File: src/rtl/ads1675_serial_emulator_if.sv
// ----------------------------------------------------------------------------
// ads1675_serial_emulator_if
//   Sample stream handshake carrying parallel two's-complement samples into
//   the ADS1675 serial emulator.
//
//   Signals:
//     tvalid  source -> sink  sample valid
//     tready  sink -> source  sample accepted when tvalid & tready
//     tdata   source -> sink  DW-bit sample
//
//   Modports:
//     master  the sample source (drives tvalid/tdata, observes tready)
//     slave   the emulator (observes tvalid/tdata, drives tready)
// ----------------------------------------------------------------------------
interface ads1675_serial_emulator_if #(
    parameter int DW = 24
) ();
    logic          tvalid;
    logic          tready;
    logic [DW-1:0] tdata;

    modport master (output tvalid, output tdata, input tready);
    modport slave  (input tvalid, input tdata, output tready);
endinterface

File: src/rtl/ads1675_serial_emulator.sv
// ----------------------------------------------------------------------------
// ads1675_serial_emulator
//   Transmitter emulating the ADS1675 serial output (DRDY + DOUT) on the
//   ADC-side shift clock. Each frame of FRAME_LEN sclk cycles carries one
//   DW-bit sample MSB first, ending right before a DRDY_W-cycle DRDY pulse,
//   so a capture path that registers DOUT/DRDY once and latches the last DW
//   bits on the DRDY rising edge recovers the sample exactly. Samples come
//   from a one-entry holding buffer fed by a stream handshake, or from an
//   internal ramp when pattern_en is set.
//
//   Ports:
//     sclk        in   shift clock, all logic on its rising edge
//     areset_n    in   synchronous active-low reset
//     start       in   ADC START pin, frames run only while high
//     cs_n        in   chip select, active-low
//     pown        in   power-down, active-low
//     pattern_en  in   1 = send internal ramp, ignore the stream
//     s_axis      --   sample stream (slave side: tvalid, tready, tdata)
//     drdy        out  registered data-ready strobe
//     dout        out  registered serial data, MSB first
//     underrun    out  one-cycle pulse when a frame is loaded with no fresh
//                      sample (previous sample is repeated)
//     frame_cnt   out  frames completed, wraps at 2^16
// ----------------------------------------------------------------------------
module ads1675_serial_emulator #(
    parameter int DW        = 24,
    parameter int FRAME_LEN = 32,
    parameter int DRDY_W    = 4
) (
    input  logic                            sclk,
    input  logic                            areset_n,
    input  logic                            start,
    input  logic                            cs_n,
    input  logic                            pown,
    input  logic                            pattern_en,
    ads1675_serial_emulator_if.slave        s_axis,
    output logic                            drdy,
    output logic                            dout,
    output logic                            underrun,
    output logic [15:0]                     frame_cnt
);

    localparam int CW = $clog2(FRAME_LEN);

    // Phase landmarks within a frame. Entering RUN at LOAD means the first
    // frame after run rises already carries a fully loaded word.
    localparam logic [CW-1:0] LOAD      = CW'(FRAME_LEN - DW - 1);
    localparam logic [CW-1:0] LAST      = CW'(FRAME_LEN - 1);
    localparam logic [CW-1:0] DRDY_END  = CW'(DRDY_W);

    localparam logic [0:0] ST_IDLE = 1'b0;
    localparam logic [0:0] ST_RUN  = 1'b1;

    logic [0:0]    state;
    logic [CW-1:0] cnt;
    logic [CW-1:0] cnt_next;
    logic [DW-1:0] shreg;
    logic [DW-1:0] buf_data;
    logic          buf_full;
    logic [DW-1:0] last_sample;
    logic [DW-1:0] ramp;
    logic [DW-1:0] load_word;
    logic          run;
    logic          in_load;
    logic          accept;

    assign run      = start & ~cs_n & pown;
    assign in_load  = (state == ST_RUN) && (cnt == LOAD) && run;
    assign accept   = s_axis.tvalid & ~buf_full;
    assign cnt_next = (cnt == LAST) ? '0 : cnt + CW'(1);

    // Registered ready: no combinational path from tvalid to tready.
    assign s_axis.tready = ~buf_full;

    assign load_word = pattern_en ? ramp : (buf_full ? buf_data : last_sample);
    assign underrun  = areset_n & in_load & ~pattern_en & ~buf_full;

    always_ff @(posedge sclk) begin
        if (!areset_n) begin
            state       <= ST_IDLE;
            cnt         <= '0;
            shreg       <= '0;
            buf_data    <= '0;
            buf_full    <= 1'b0;
            last_sample <= '0;
            ramp        <= '0;
            drdy        <= 1'b0;
            dout        <= 1'b0;
            frame_cnt   <= '0;
        end else begin
            // Buffer can never be both filled and drained in one cycle:
            // a fill needs it empty, a drain needs it full.
            if (accept) begin
                buf_full <= 1'b1;
                buf_data <= s_axis.tdata;
            end

            case (state)
                ST_IDLE: begin
                    drdy <= 1'b0;
                    dout <= 1'b0;
                    if (run) begin
                        state <= ST_RUN;
                        cnt   <= LOAD;
                    end
                end

                default: begin
                    if (!run) begin
                        // Abandon the partial frame; buffer and ramp persist.
                        state <= ST_IDLE;
                        drdy  <= 1'b0;
                        dout  <= 1'b0;
                    end else begin
                        cnt  <= cnt_next;
                        drdy <= (cnt_next < DRDY_END);

                        if (cnt == LAST) begin
                            frame_cnt <= frame_cnt + 16'd1;
                        end

                        // Outputs are registered, so they are computed for
                        // cnt_next: the MSB leaves in the cycle after LOAD.
                        if (cnt == LOAD) begin
                            dout  <= load_word[DW-1];
                            shreg <= {load_word[DW-2:0], 1'b0};
                            if (pattern_en) begin
                                ramp <= ramp + DW'(1);
                            end else if (buf_full) begin
                                buf_full    <= 1'b0;
                                last_sample <= buf_data;
                            end
                        end else if ((cnt > LOAD) && (cnt != LAST)) begin
                            dout  <= shreg[DW-1];
                            shreg <= {shreg[DW-2:0], 1'b0};
                        end else begin
                            dout <= 1'b0;
                        end
                    end
                end
            endcase
        end
    end

endmodule

File: src/flat_wrapper.sv
// flat-port wrapper written by rule: the top's interface ports become plain ports
module ads1675_serial_emulator_flat 
#(
    parameter int DW        = 24,
    parameter int FRAME_LEN = 32,
    parameter int DRDY_W    = 4
)
  (sclk, areset_n, start, cs_n, pown, pattern_en, drdy, dout, underrun, frame_cnt, s_axis_tvalid, s_axis_tdata, s_axis_tready);
  ads1675_serial_emulator_if #(.DW(DW)) s_axis_i ();
  input  logic sclk;
  input  logic areset_n;
  input  logic start;
  input  logic cs_n;
  input  logic pown;
  input  logic pattern_en;
  output logic drdy;
  output logic dout;
  output logic underrun;
  output logic [15:0] frame_cnt;
  input wire logic [$bits(s_axis_i.tvalid)-1:0] s_axis_tvalid;
  input wire logic [$bits(s_axis_i.tdata)-1:0] s_axis_tdata;
  output wire logic [$bits(s_axis_i.tready)-1:0] s_axis_tready;
  assign s_axis_i.tvalid = s_axis_tvalid;
  assign s_axis_i.tdata = s_axis_tdata;
  assign s_axis_tready = s_axis_i.tready;
  ads1675_serial_emulator #(.DW(DW), .FRAME_LEN(FRAME_LEN), .DRDY_W(DRDY_W)) u_core (.sclk(sclk), .areset_n(areset_n), .start(start), .cs_n(cs_n), .pown(pown), .pattern_en(pattern_en), .s_axis(s_axis_i), .drdy(drdy), .dout(dout), .underrun(underrun), .frame_cnt(frame_cnt));
endmodule
File: config.mk
export PLATFORM = sky130hd
export DESIGN_NAME = ads1675_serial_emulator_flat
export DESIGN_NICKNAME = d
export VERILOG_FILES = /design/src/rtl/ads1675_serial_emulator_if.sv /design/src/rtl/ads1675_serial_emulator.sv /design/src/flat_wrapper.sv
export SDC_FILE = /design/constraint.sdc
export NUM_CORES = 1
export LEC_CHECK = 0
export CAP_MARGIN = 20
export CORE_ASPECT_RATIO = 1.4
export CORE_MARGIN = 5
export CORE_UTILIZATION = 52
export DETAILED_ROUTE_END_ITERATION = 16
export PLACE_DENSITY = 0.76
export REMOVE_ABC_BUFFERS = 1
export SYNTH_ARGS = -nofsm -noshare
export SYNTH_HDL_FRONTEND = slang
export SYNTH_SLANG_ARGS = --single-unit
export TNS_END_PERCENT = 10
File: constraint.sdc
create_clock -name sclk -period 2.05 [get_ports sclk]
set_input_delay 0.3075 -clock sclk [delete_from_list [all_inputs] [get_ports sclk]]
set_output_delay 0.3075 -clock sclk [all_outputs]
set_load 0.01 [all_outputs]
==> results of run 1 <==
[where the power goes]
group | switching, W | internal, W
registers | 0.0000255 | 0.00237
clock network | 0.00104 | 0.00208
logic | 0.000137 | 0.000121
total | 0.00120 | 0.00457
[metrics by stage]
| step | setup WS, ns | area, sq um |
|---|---|---|
| 3_3_place_gp | -0.239 | 6310 |
| 3_5_place_dp | -0.286 | 6310 |
| 4_1_cts | 0.0119 | 6980 |
| 2_1_floorplan | -1.95 | 5300 |
| 5_1_grt | -0.194 | 7160 |
| 6_report | -0.0923 | 7160 |
[synthesized netlist by cell type (2+ instances only)]
cell type and n:
and3_1 4, nor4_1 6, nand3_1 19, inv_1 25, o31ai_1 11, o21ai_0 64, clkbuf_1 43, nor3_1 5
mux2i_1 6, nand2_1 146, nor2_1 20, mux2_2 22, a21oi_1 97, ha_1 4, nand4_1 12, or4_1 14
or4_4 2, xor2_1 4, a31oi_1 24, and2_1 3, nand2b_1 5, nand4b_1 2, and4_1 3, nor2b_1 3
or3_1 9, xnor2_1 8, buf_1 5, dfxtp_1 120
[kinds of logic (layout without fill, tap and decap cells)]
| kind of cell | count (synthesis) | count (layout) |
|---|---|---|
| flip-flops | 120 | 120 |
| AO/OA/AOI/OAI | 201 | 201 |
| AND/OR/NAND/NOR | 262 | 262 |
| adder cells (fa/ha/maj) | 4 | 4 |
| multiplexers | 28 | 28 |
| other | 0 | 1 |
| XOR/XNOR | 12 | 12 |
| buffers and inverters | 76 | 156 |
[metal layers]
metal,share of wire (%),global-route usage (%),up-vias
met3,4.6,4.77,44
li1,-,-,2609
met5,0,0,-
met1,40,24.1,2521
met2,52,38.0,184
met4,3.4,12.6,0
[flip-flops by register name, summed over array words and instances, names as in the netlist]
signal              flops
u_core.buf_data        24
u_core.cnt              5
u_core.frame_cnt       16
u_core.dout             1
u_core.drdy             1
u_core.shreg           23
u_core.state            1
u_core.ramp            24
u_core.last_sample     24
u_core.buf_full         1
[layout make-up]
cell class | count | area [sq um]
Fill cell | 839 | 3190
Multi-Input combinational cell | 507 | 2900
Sequential cell | 120 | 2410
Timing Repair Buffer | 100 | 967
Clock buffer | 22 | 464
Tap cell | 138 | 173
Clock inverter | 9 | 148
Inverter | 25 | 93.8
Antenna cell | 1 | 2.50
[worst min-delay path: stages]
cell and delay, ns:
clkdlybuf4s50_1 0.39, nand2_1 0.05, a21oi_1 0.05
[what timing repair did]
action	in CTS	in global routing
resized for setup	10	23
pin swaps	2	8
gates cloned	1	2
endpoints found under the setup margin	42	40
setup buffers	1	6
[path summary, 6_finish.rpt]
| kind | cells after the start | slack (ns) | end |
|---|---|---|---|
| worst max-delay path | 8 | -0.09 | u_core.ramp[21]$_SDFFE_PN0P_ |
| worst min-delay path | 3 | 0.44 | u_core.buf_data[9]$_SDFFE_PN0P_ |
| worst max register to register | 8 | -0.09 | u_core.ramp[21]$_SDFFE_PN0P_ |
| worst min register to register | 2 | 0.45 | u_core.last_sample[17]$_SDFFE_PN0P_ |
==> results.yml, run 1 <==
status:
  outcome: "complete, but fails checks"
  violations: "setup timing"
global_routing:
  grt_pass1_vias: 5156
  antenna_found_initial: 1
  grt_use_total_pct: 21.8
  grt_max_degree: 53
  grt_pass1_wl_um: 23400
  overflow: 0
layout:
  final_common_cell: "nand2_1"
  layout_common_cells: "nand2_1 (146), dfxtp_1 (116), a21oi_1 (94)"
  finalNonFillerCells: 922
  drive_above_1_share_pct: 16.0
  areaGrowthSynthToFinish_pct: 30.1
  finalNetCount: 806
  final_util_pct: 69.2
timing:
  setup_slack_ns: -0.0923
  setup-violations-final: 8
  period_share_pct: 105
  clock_skew_ns: 0.00489
  worst_pin_slew_ns: 0.634
  slew_headroom_pct: 57.4
  hold_viol: 0
  tns_ns: -0.324
  drv_slew: 0
  rsz0062_at_grt: "yes"
  fmax_mhz: 467
  fin_crit_ns: 2.14
  hold_slack_ns: 0.437
critical_path:
  path_cells: "ha_4, nand4bb_4, buf_4, buf_4, nor4_1, buf_4, nand3_1, a21oi_1"
  max_stage_delay_ns: 0.51
  critPathBufInv: 3
  rr_startpoint: "u_core.cnt[1]$_SDFFE_PN0N_"
  crit_path_frequent_cell: "buf_4"
  cp.required_ns: 2.38
  cp_max_fo: 17
  arrival_ns: 2.47
  cp_top_family: "simple AND/OR/NAND/NOR gates"
  crit_path_end_kind: "register"
  start_kind: "register"
  cp_slowest_cell: "nor4_1"
  critPathKind: "register to register"
  cp-startpoint: "u_core.cnt[1]$_SDFFE_PN0N_"
cts:
  clock_path_buffers: 2
  cts_root_buf: "clkbuf_16"
  ctsHoldBuffers: 0
  path_clk_slew_ns: 0.05
  worst_skew_pair.late_latency_ns: 0.41
  htreeDepth: 4
  numCtsBuffers: 17
  cts_tree: "built"
  cts_sinks: 120
logic_synthesis:
  synth_top_family_by_area: "simple AND/OR/NAND/NOR gates"
  ys_async_sr_fraction_pct: 0
  synth_edf_count: 0
  synth_area_leaders: "dfxtp_1 (44%), nand2_1 (10%), a21oi_1 (8.8%), o21ai_0 (5.8%), mux2_2 (4.5%)"
  synth_area_sq_mm: 0.00550
  avgSynthCellArea_sq_um: 7.83
  ys_warn_count: 0
  ys_seq_area_share_pct: 43.7
  synth_cell_types: 45
  synthMuxAreaShare_pct: 5.59
  synth.largest_area_cell: "dfxtp_1"
  ys_seq_elements: 120
  synth_top_cell_area_share_pct: 43.7
  synth-simple-area-share_pct: 23.0
  yosys.area_share.adder_pct: 0.910
  synth_compound_area_share_pct: 19.6
  syn_inst: 703
  synth_flop_cell: "dfxtp_1"
  yosys.area_share.xor_xnor_pct: 1.91
worst_hold_path:
  hold_start: "s_axis_tdata[9]"
  hp-class: "primary input to register"
route:
  vias_per_cell: 5.81
  antenna_left: 0
  wire_per_inst_um: 16.1
  post-route-drc-count: 0
  vias: 5358
  drt-pass1-iter-count: 5
  drt_iter0_drc: 481
  routed_wl_um: 14800
floorplanning:
  chipHeight_um: 132
  ios: 51
  fp-row-count: 44
  die_area_sq_mm: 0.0128
  die-width_um: 96.9
  core_sq_mm: 0.0103
  initial_core_util_pct: 53.2
placed_design:
  place_hpwl_um: 8980
  port_buffers: 50
  routabilityCongestion: 0.831
  placed_cells: 880
run:
  drv_cap: 0
power_and_ir_drop:
  power_w: 0.00577
  ir_drop_uv: 551
  p_leak_nw: 2.44
  powerDensity_mw_per_mm2: 806
(Power assumes the default switching activity.)
==> inputs of run 2 (changes only) <==
--- a/config.mk
+++ b/config.mk
@@ -12,3 +12,3 @@
 export DETAILED_ROUTE_END_ITERATION = 16
-export PLACE_DENSITY = 0.76
+export PLACE_DENSITY = 0.87
 export REMOVE_ABC_BUFFERS = 1
--- a/constraint.sdc
+++ b/constraint.sdc
@@ -3,2 +3,2 @@
 set_output_delay 0.3075 -clock sclk [all_outputs]
-set_load 0.01 [all_outputs]
+set_load 0.02 [all_outputs]
==> run 2 against run 1 <==
Effect of this change: the run now ends clean; worst hold slack barely moved; fmax rose by 5.3%; non-clock buffer count fell by 9; setup slack improved by 0.11 ns; count of clock-buffer cells in the layout up 3; global-route usage increased by 1.0 points; register-to-register slack improved by 0.11 ns; critical endpoint is now u_core.ramp[13]$_SDFFE_PN0P_.
==> results.yml, run 2 (same netlist as run 1, synthesis figures left out) <==
status:
  outcome: "completed"
layout:
  drive_above_1_share_pct: 14.2
  multi_input_area_sq_mm: 0.00289
  final_cell_area_sq_mm: 0.00705
  final-seq-area_sq_mm: 0.00241
  areaGrowthSynthToFinish_pct: 28.1
  antenna_cells: 0
  layout_common_cells: "nand2_1 (146), dfxtp_1 (117), a21oi_1 (95)"
  final_common_cell: "nand2_1"
  n_fill_cell: 782
  finalNetCount: 797
  finalNonFillerCells: 913
  top_regs: "u_core.buf_data x24, u_core.last_sample x24, u_core.ramp x24"
placed_design:
  dpl_cell_area_sq_mm: 0.00630
  routabilityCongestion: 0.899
  placed_cells: 877
  place_hpwl_um: 9120
  port_buffers: 50
global_routing:
  overflow: 0
  grt_pass1_vias: 5339
  grt_pass1_wl_um: 24600
  gr-usage-met2_pct: 40.0
  grt_max_degree: 53
  grt_use_total_pct: 22.8
  antenna_found_initial: 0
  top_usage_layer: "met2"
  grtUsageMet3_pct: 5.20
  grt_util_met1_pct: 25.7
route:
  routed_wl_um: 14900
  post-route-drc-count: 0
  drt_iter0_drc: 531
  drt-pass1-iter-count: 6
  vias: 5475
  antenna_left: 0
  vias_per_cell: 6.00
  wire_per_inst_um: 16.3
cts:
  cts_tree: "built"
  ctsHoldBuffers: 0
  cts_root_buf: "clkbuf_16"
  numCtsBuffers: 17
  htreeDepth: 4
  cts_sinks: 120
  path_clk_slew_ns: 0.05
  worst_skew_pair.late_latency_ns: 0.42
  clock_path_buffers: 2
floorplanning:
  die-width_um: 96.9
  initial_core_util_pct: 53.2
  chipHeight_um: 132
  die_area_sq_mm: 0.0128
  core_sq_mm: 0.0103
  ios: 51
  fp-row-count: 44
timing:
  setup-violations-final: 0
  worst_pin_slew_ns: 0.560
  rsz0062_at_grt: "yes"
  drv_slew: 0
  hold_viol: 0
  period_share_pct: 99.2
  clock_skew_ns: 0.00756
  fmax_mhz: 492
  fin_crit_ns: 2.03
  slew_headroom_pct: 62.6
critical_path:
  max_stage_delay_ns: 0.63
  cp_max_fo: 10
  arrival_ns: 2.37
  cp.required_ns: 2.38
  critPathKind: "primary input to register"
  start_kind: "primary input"
  path_cells: "clkdlybuf4s50_1, buf_6, nand4_1, or4_4, or4_1, a21oi_1"
  crit_path_end_kind: "register"
  cp_slowest_cell: "or4_4"
power_and_ir_drop:
  power_w: 0.00579
  powerDensity_mw_per_mm2: 822
  ir_drop_uv: 683
  p_leak_nw: 2.38
run:
  drv_cap: 0
worst_hold_path:
  hp-class: "primary input to register"
[run 2: cell count changes in the layout (fill, tap and decap cells not counted), moves of 2 or more]
cell       change
clkbuf_1       +3
nand3_1        -2
buf_4          -7
nand3_2        +2
o21ai_0        +2
clkbuf_16      -2
clkinv_2       -3
[run 2: path summary, 6_finish.rpt]
path,slack (ns),end,startpoint,cells after the start
worst min register to register,0.45,u_core.last_sample[8]$_SDFFE_PN0P_,u_core.last_sample[8]$_SDFFE_PN0P_,2
worst max register to register,0.02,u_core.ramp[22]$_SDFFE_PN0P_,u_core.ramp[13]$_SDFFE_PN0P_,4
worst min-delay path,0.44,u_core.buf_data[6]$_SDFFE_PN0P_,s_axis_tdata[6],3
worst max-delay path,0.02,u_core.ramp[13]$_SDFFE_PN0P_,pattern_en,6
[run 2: repair_timing]
action	in CTS	in global routing
gates cloned	1	0
setup endpoints to repair	44	40
setup buffers	0	3
gates resized for setup	12	12
hold endpoints to repair	0	0
pin swaps	3	2
[run 2: layer usage]
metal	wire [um]	part of all wire [%]
met5	0	0
met4	573	3.8
met3	974	6.5
met2	7670	51
met1	5700	38
[run 2: power breakdown]
part / internal (W) / switching, W
Combinational: 0.000121 / 0.000143
Clock: 0.00210 / 0.00104
Sequential: 0.00237 / 0.0000266
[run 2: layout make-up]
type / instances / area share, %
clock buffers: 25 / 6.75
clock inverters: 7 / 2.01
inverters: 25 / 1.33
multi-input cells: 507 / 41.0
flip-flops and latches: 120 / 34.1
well taps: 138 / 2.45
repair buffers: 91 / 12.3
[run 2: per-stage QoR]
| stage | utilization (%) | setup slack, ns | TNS, ns | hold WS, ns |
|---|---|---|---|---|
| 2_1_floorplan | - | -1.95 | -65.67 | 0.434 |
| 3_3_place_gp | 60.9 | -0.243 | -3.55 | 0.439 |
| 3_5_place_dp | 60.9 | -0.298 | -8.16 | 0.447 |
| 4_1_cts | 67.4 | 0.00618 | 0 | 0.430 |
| 5_1_grt | 68.1 | -0.0354 | -0.172 | 0.439 |
| 6_report | 68.1 | 0.0157 | 0 | 0.436 |
[run 2: critical path: cells and delay by family]
kind	cells	cell delay (ns)
buffers and inverters	2	0.63
AO/OA/AOI/OAI	1	0.20
AND/OR/NAND/NOR	3	1.23
==> inputs of run 3 (changes only) <==
--- a/config.mk
+++ b/config.mk
@@ -14,2 +14,3 @@
 export REMOVE_ABC_BUFFERS = 1
+export SLEW_MARGIN = 30
 export SYNTH_ARGS = -nofsm -noshare
==> constraint.sdc (replaced) <==
create_clock -name sclk -period 2.05 [get_ports sclk]
set_input_delay 0.41 -clock sclk [delete_from_list [all_inputs] [get_ports sclk]]
set_output_delay 0.41 -clock sclk [all_outputs]
set_load 0.02 [all_outputs]
==> run 3 against run 2 <==
Effect of this change: the run now ends with setup timing left; clock skew is essentially flat; final cell count rose by 1.1%; sequential share of layout area fell by 0.75 points; critical path depth down 1; count of clock-buffer cells in the layout fell by 6; total power decreased by 5.5%; worst hold slack improved by 0.014 ns; utilization increased by 1.6 points; sequential power about the same; fmax down 8.0%; largest cell class unchanged; highest routed layer unchanged.
==> results.yml, run 3 (same netlist as run 1, synthesis figures left out) <==
floorplanning:
  fp-row-count: 44
  initial_core_util_pct: 53.2
  die_area_sq_mm: 0.0128
  ios: 51
  core_sq_mm: 0.0103
  chipHeight_um: 132
  die-width_um: 96.9
critical_path:
  cp-startpoint: "u_core.cnt[1]$_SDFFE_PN0N_"
  rrSetupSlack_ns: -0.05
  cp_max_fo: 6
  cp.required_ns: 1.64
  critPathCapture: "underrun"
  rr_startpoint: "u_core.cnt[1]$_SDFFE_PN0N_"
  reg2reg_to: "u_core.ramp[8]$_SDFFE_PN0P_"
  crit_path_end_kind: "primary output"
  path_cells: "ha_4, and4bb_2, nand2_1, nor4_1, buf_2"
  critPathKind: "register to primary output"
  arrival_ns: 1.80
  worst_r2r_path_depth: 7
  cp_slowest_cell: "dfxtp_2"
  max_stage_delay_ns: 0.36
  start_kind: "register"
route:
  post-route-drc-count: 0
  routed_wl_um: 16600
  drt_iter0_drc: 654
  drt-pass1-iter-count: 6
  vias: 5659
  vias_per_cell: 6.13
  antenna_left: 0
  wire_per_inst_um: 18.0
timing:
  fin_crit_ns: 2.21
  period_share_pct: 108
  slew_headroom_pct: 51.9
  drv_slew: 0
  hold_viol: 0
  clock_skew_ns: 0.00788
  fmax_mhz: 452
  rsz0062_at_grt: "yes"
  setup_slack_ns: -0.160
  setup-violations-final: 8
  hold_slack_ns: 0.450
  worst_pin_slew_ns: 0.715
global_routing:
  grt_max_degree: 47
  grt_use_total_pct: 23.5
  grt_pass1_vias: 5447
  antenna_found_initial: 0
  grt_pass1_wl_um: 25200
  overflow: 0
worst_hold_path:
  hp-class: "register to register"
cts:
  ctsHoldBuffers: 0
  cts_sinks: 120
  numCtsBuffers: 17
  path_clk_slew_ns: 0.06
  htreeDepth: 4
  cts_tree: "built"
  worst_skew_pair.late_latency_ns: 0.42
  clock_path_buffers: 2
  cts_root_buf: "clkbuf_16"
layout:
  drive_above_1_share_pct: 18.2
  layout_common_cells: "nand2_1 (146), dfxtp_1 (114), a21oi_1 (92)"
  finalNonFillerCells: 923
  n_fill_cell: 741
  top_regs: "u_core.buf_data x24, u_core.last_sample x24, u_core.ramp x24"
  finalNetCount: 808
  areaGrowthSynthToFinish_pct: 31.2
  antenna_cells: 0
  final_common_cell: "nand2_1"
placed_design:
  pre_cts_slack_ns: -0.476
  routabilityCongestion: 0.883
  place_hpwl_um: 9250
  port_buffers: 50
  placed_cells: 881
status:
  outcome: "complete, but fails checks"
  violations: "setup timing"
power_and_ir_drop:
  power_w: 0.00547
  p_leak_nw: 2.44
  powerDensity_mw_per_mm2: 758
  ir_drop_uv: 582
run:
  drv_cap: 0
[run 3: metrics by stage]
stage / cell area (sq um) / TNS, ns / util [%]
6_report: 7220 / -0.305 / 69.7
5_1_grt: 7220 / -0.918 / 69.7
4_1_cts: 6970 / -0.0511 / 67.4
3_5_place_dp: 6330 / -17.23 / 61.2
3_3_place_gp: 6330 / -12.09 / 61.2
2_1_floorplan: 5300 / -65.95 / -
[run 3: how the worst min path moves through the flow]
stage,start,end,slack [ns],cells after the start
6_report,u_core.last_sample[9]$_SDFFE_PN0P_,u_core.last_sample[9]$_SDFFE_PN0P_,0.45,2
2_1_floorplan,u_core.last_sample[10]$_SDFFE_PN0P_,u_core.last_sample[10]$_SDFFE_PN0P_,0.43,2
5_1_grt,u_core.last_sample[21]$_SDFFE_PN0P_,u_core.last_sample[21]$_SDFFE_PN0P_,0.49,2
3_3_place_gp,u_core.last_sample[8]$_SDFFE_PN0P_,u_core.last_sample[8]$_SDFFE_PN0P_,0.44,2
4_1_cts,u_core.last_sample[9]$_SDFFE_PN0P_,u_core.last_sample[9]$_SDFFE_PN0P_,0.45,2
3_5_place_dp,u_core.last_sample[20]$_SDFFE_PN0P_,u_core.last_sample[20]$_SDFFE_PN0P_,0.45,2
[run 3: layer usage]
metal / vias to the layer above / wire length (um) / track usage [%]
met5: - / 0 / 0
met4: 0 / 886 / 12.8
met3: 96 / 1190 / 6.26
met2: 306 / 8510 / 42.3
met1: 2642 / 6050 / 24.6
li1: 2615 / - / -
[run 3: what timing repair did]
item / in CTS / in global routing
hold endpoints to repair: 0 / 0
setup endpoints to repair: 45 / 40
pin swaps: 2 / 12
cloned: 1 / 4
buffers inserted: 3 / 3
gates resized for setup: 20 / 30
[run 3: layout make-up]
type	instances	area (sq um)	area share, %
Inverter	25	93.8	1.30
Clock buffer	19	453	6.28
Sequential cell	120	2410	33.4
Timing Repair Buffer	101	1010	14.0
Clock inverter	12	103	1.42
Tap cell	138	173	2.39
Multi-Input combinational cell	508	2980	41.2
[run 3: worst max-delay path: cells and delay by family (launching register included)]
family	cells	cell delay, ns
and+or+nand+nor	3	0.61
DFF	1	0.36
buffers and inverters	1	0.23
adders and majority gates	1	0.18
[run 3: power by group]
part | internal (W) | switching, W
logic | 0.000125 | 0.000151
registers | 0.00237 | 0.0000257
clock network | 0.00171 | 0.00109
